[config.mk]
export PLATFORM = sky130hd
export DESIGN_NAME = router_reg
export DESIGN_NICKNAME = d
export VERILOG_FILES = /design/src/rtl/router_pkg.sv /design/src/rtl/router_parity.sv /design/src/rtl/router_reg.sv
export SDC_FILE = /design/constraint.sdc
export NUM_CORES = 1
export LEC_CHECK = 0
export CORE_ASPECT_RATIO = 1.25
export CORE_MARGIN = 2
export CORE_UTILIZATION = 45
export DETAILED_ROUTE_END_ITERATION = 12
export DONT_BUFFER_PORTS = 1
export PLACE_DENSITY = 0.71
export SETUP_SLACK_MARGIN = 0.02
export SLEW_MARGIN = 0
export SYNTH_ARGS = -nofsm -noshare
export SYNTH_HDL_FRONTEND = slang
export SYNTH_SLANG_ARGS = --single-unit
[constraint.sdc]
create_clock -name clk -period 1.16 [get_ports clk]
set_clock_uncertainty 0.15 [all_clocks]
set_input_delay 0.058 -clock clk [delete_from_list [all_inputs] [get_ports clk]]
set_output_delay 0.058 -clock clk [all_outputs]
set_load 0.05 [all_outputs]
[src/rtl/router_pkg.sv]
// router_pkg: shared widths, header field positions and FSM state encoding for the 1x3 router
package router_pkg;
    localparam int DATA_WIDTH = 8;
    localparam int ADDR_W = 2;
    localparam int ADDR_LSB = 0;
    localparam int ADDR_MSB = ADDR_LSB + ADDR_W - 1;
    localparam int LEN_LSB = ADDR_W;
    localparam int LEN_MSB = DATA_WIDTH - 1;
    localparam logic [ADDR_W-1:0] ADDR_INVALID = 2'b11;
    typedef enum logic [2:0] {
        DECODE_ADDRESS,
        LOAD_FIRST_DATA,
        LOAD_DATA,
        LOAD_PARITY,
        FIFO_FULL_STATE,
        LOAD_AFTER_FULL,
        WAIT_TILL_EMPTY,
        CHECK_PARITY_ERROR
    } state_t;
    function automatic logic addr_ok(input logic [ADDR_W-1:0] a);
        return a != ADDR_INVALID;
    endfunction
endpackage

[src/rtl/router_parity.sv]
// router_parity: running XOR accumulator with clear and enable
module router_parity #(
    parameter int W = 8
) (
    input  logic         clk,
    input  logic         resetn,
    input  logic         clr,
    input  logic         en,
    input  logic [W-1:0] din,
    output logic [W-1:0] par
);
    always_ff @(posedge clk or negedge resetn)
        if (!resetn)
            par <= '0;
        else if (clr)
            par <= '0;
        else if (en)
            par <= par ^ din;
endmodule

[src/rtl/router_reg.sv]
// router_reg: router datapath register stage - header latch, full-hold byte, parity check
module router_reg #(
    parameter int DATA_WIDTH = 8
) (
    input  logic                  clk,
    input  logic                  resetn,
    input  logic                  pkt_valid,
    input  logic [DATA_WIDTH-1:0] data_in,
    input  logic                  fifo_full,
    input  logic                  detect_add,
    input  logic                  lfd_state,
    input  logic                  ld_state,
    input  logic                  laf_state,
    input  logic                  full_state,
    input  logic                  rst_int_reg,
    output logic [DATA_WIDTH-1:0] dout,
    output logic                  parity_done,
    output logic                  low_pkt_valid,
    output logic                  err
);
    import router_pkg::*;
    logic [DATA_WIDTH-1:0] hdr, hold, pkt_par, int_par;
    logic hdr_ok;
    assign hdr_ok = detect_add & pkt_valid & addr_ok(data_in[ADDR_MSB:ADDR_LSB]);
    router_parity #(.W(DATA_WIDTH)) u_parity (
        .clk    (clk),
        .resetn (resetn),
        .clr    (hdr_ok),
        .en     (lfd_state | (ld_state & pkt_valid)),
        .din    (lfd_state ? hdr : data_in),
        .par    (int_par)
    );
    always_ff @(posedge clk or negedge resetn)
        if (!resetn) begin
            hdr           <= '0;
            hold          <= '0;
            pkt_par       <= '0;
            dout          <= '0;
            parity_done   <= 1'b0;
            low_pkt_valid <= 1'b0;
            err           <= 1'b0;
        end else if (!full_state) begin
            if (hdr_ok)
                hdr <= data_in;
            if (lfd_state)
                dout <= hdr;
            else if (ld_state & ~fifo_full)
                dout <= data_in;
            else if (laf_state)
                dout <= hold;
            if (ld_state & fifo_full)
                hold <= data_in;
            if (ld_state & ~pkt_valid)
                pkt_par <= data_in;
            if (rst_int_reg)
                low_pkt_valid <= 1'b0;
            else if (ld_state & ~pkt_valid)
                low_pkt_valid <= 1'b1;
            // a parity byte parked in hold completes only once LOAD_AFTER_FULL drains it
            if (detect_add)
                parity_done <= 1'b0;
            else if ((ld_state & ~fifo_full & ~pkt_valid) | (laf_state & low_pkt_valid & ~parity_done))
                parity_done <= 1'b1;
            if (hdr_ok)
                err <= 1'b0;
            else if (rst_int_reg)
                err <= int_par != pkt_par;
        end
endmodule

==> results.md <==
* Clock transition at path regs at approximately 0.08 ns
* Synthesized area at 2070 µm²
* Cell-internal power at 3030 µW
* CP startpoint kind: flop
* Simple logic cell fraction of the synthesized area at 8.78%
* Post-synth ARST share at 100%
* Worst rel slew slack at between 60% and 70%
* Least-Margin Pin Slew at 0.454 ns
* Register share of total power at 46.1%
* I/O Pins at 29
* Via density at ~5.5
* H-tree depth at 2
* Placed Cells at between 200 and 250
* Largest family of logic cells by synthesized area: multiplexers
* Synth Area in XOR/XNOR at 3.39%
* Via Count at 1,505
* Combinational fraction of design power at 33.2%
* HPWL after DPL at between 3000 and 4000 µm
* Layout cell share with drive strength beyond 1 at 44.4%
* Dominant cell type by area after synthesis: dfrtp_1
* Mapped Nets at 188
* Synth Instances at 170
* Final setup fails at 2
* Most numerous cell in the Yosys netlist: dfrtp_1
* Sw Pwr at 1420 µW
* Violated checks: negative hold slack, negative setup slack
* Mux contribution to synthesized area at 25.2%
* Die X at 64.6 µm
* Setup ws final at -0.0642 ns
* Chip Height at 79.8 µm
* DR iter-0 viols at 77
* Clock power share at 20.7%
* Post-route total power at between 4000 and 5000 µW
* Core Region at 4430 µm²
* Top cells by area, synth: dfrtp_1 52%, mux2_2 17%, mux2i_1 7.7%, o21ai_0 4.1%, xnor2_1 3.4%
* Fill count at between 300 and 400
* Routed Antenna Nets at 0
* Pleak at 0.00124 µW
* Status: finished, violations left
* PortBufs at 0
* Largest net degree at the start of global routing at 44
* EDFF count, synth at 0
* RSZ-0062 raised after global routing: true
* Most frequent cells after synthesis: 43 x dfrtp_1, 32 x mux2_2, 17 x o21ai_0
* TritonCTS Buffers at 5
* Final Hold Fails at 66
* #FFs+latches synth at 43
* Crit path max fanout at 3
* MaxCap Viol Count at 0
* Yosys cell types at 28
* Peak supply drop at 0.00104 V
* Initial antenna violation count at 0
* CTS tree: built
* Pre-CTS setup slack at -0.112 ns
* Hold Path Class: in -> async
* Crit path required time at 1.20 ns
* Count of pins over their slew limit at 0
* Pwr/cell area at around 1600 nW/µm²
* Clk_lat worst skew at between 0.2 and 0.3 ns
* Synth Warn # at 0
* Starting density of the core at 46.7%
* Final min period at around 1.2 ns
* Row count at 27
* Ant. Diodes at 0
* Cell Area, Placed at 2330 µm²
* Clock Tree Root: clkbuf_8
* Die ar. at 5160 µm²
* Crit end category: flop
* Routed len/inst at 16.8 µm
* Crit path arrival time at 1.26 ns
* # clock sinks at 43
* Drt total wl at between 4000 and 5000 µm
* First-pass GRT wire length at between 7000 and 8000 µm
* Final instance area at 2720 µm²
* Number of global-route vias before repair at 1,661
* Overflow after GRT at 0
* Layout area overhead at 31.4%
* Synth Area in Compound Gates at approximately 8.5%
* Synth Area in Adders at 0%
* Tcrit/Tclk final at 106%
* Avg Cell Area, Syn at approximately 12 µm²
* Fin util at approximately 60%
* Routability congestion estimate at 0.791
* GRT Total Usage at between 10% and 20%
* Sw Ratio at 31.9%
* Final layout net count at 233
* DRC Markers at 0
* Initial DRT Pass Iterations at 4
* Max Root-Sink Buffers at 2
* Critical path type: reg -> reg
* Max Freq at 0.817 GHz
* Post-Layout Cell Count at 274
* Synth top area share at 52.1%
* Register area share after synthesis at a little over half
* Prevailing post-synth register cell: dfrtp_1
* Worst hold slack at -0.701 ns
power by group through the flow:
stage / combinational, µW / clock (µW) / sequential, µW
final: 1480 / 922 / 2050
after global routing: 1590 / 992 / 2090
after CTS: 1420 / 941 / 2040
after detailed placement: 1230 / 0 / 2060
after global placement: 1190 / 0 / 2030
after floorplan: 628 / 0 / 2280
path summary, 6_finish.rpt:
kind                       slack [ns]                   startpoint  cells past startpoint                           to
hold / removal                  -0.70                       resetn                      0       pkt_par[4]$_DFFE_PN0P_
max in group asynchronous        1.47                       resetn                      0  u_parity.par[5]$_DFFE_PN0P_
setup reg to reg                -0.06  u_parity.par[5]$_DFFE_PN0P_                      4              err$_DFFE_PN0P_
min in group clk                -0.22                   full_state                      2              err$_DFFE_PN0P_
hold reg to reg                  0.35          dout[3]$_DFFE_PN0P_                      2          dout[3]$_DFFE_PN0P_
setup / recovery                -0.06  u_parity.par[5]$_DFFE_PN0P_                      4              err$_DFFE_PN0P_
final cells by class:
type,instances,area [µm²],share of cell area (%)
multi-input cells,120,1060,39.2
clock inverters,2,12.5,0.461
flip-flops and latches,43,1080,39.7
well taps,58,72.6,2.67
clock buffers,6,72.6,2.67
inverters,1,3.75,0.138
repair buffers,44,412,15.2
flip-flops by register name (all words and copies together), names as in the netlist:
| register | count |
|---|---|
| dout | 8 |
| hdr | 8 |
| hold | 8 |
| pkt_par | 8 |
| u_parity.par | 8 |
| err | 1 |
| low_pkt_valid | 1 |
| parity_done | 1 |
critical path: stages, from the launching register on:
cell and delay [ns]:
dfrtp_1 0.41, xnor2_1 0.17, nand4_1 0.15, o211ai_1 0.18, nand2_1 0.07
through the flow:
| step | TNS [ns] | hold slack (ns) |
|---|---|---|
| after global routing | -0.427 | -0.720 |
| after floorplan | -0.0720 | -0.388 |
| after CTS | -0.195 | -0.711 |
| after global placement | -0.774 | -0.387 |
| final | -0.0808 | -0.701 |
| after detailed placement | -1.26 | -0.387 |
what timing repair did:
item                                   in CTS  in global routing
setup endpoints to repair                  13                 18
setup buffers                               4                  1
endpoints found under the hold margin      84                 64
gates resized for setup                    22                 21
pin swaps                                  18                  9
hold buffers                               13                  1
cells by family after synthesis:
family          count (synthesis)
compound gates                 32
xor+xnor                        8
buf+inv                         7
flops                          43
mux                            48
simple gates                   32
metal layers:
metal	GRT usage (%)	share of wire [%]	vias to the layer above
met2	36.7	54	36
met4	9.36	3.5	0
met3	5.36	3.8	15
li1	-	-	703
met1	20.7	39	751
met5	0	0	-
layout by cell type (no fill, tap or decap), drive strengths merged, types with 2 or more instances in the layout:
master,count
nor2,4
or3,8
o21ai,18
nand2,12
xnor2,8
mux2i,16
dfrtp,43
dlymetal6s4s,7
and2,2
a21oi,11
mux2,32
buf,30
nand4,2
dlygate4sd3,7
clkbuf,6
Power figures use the tool's default switching activity.
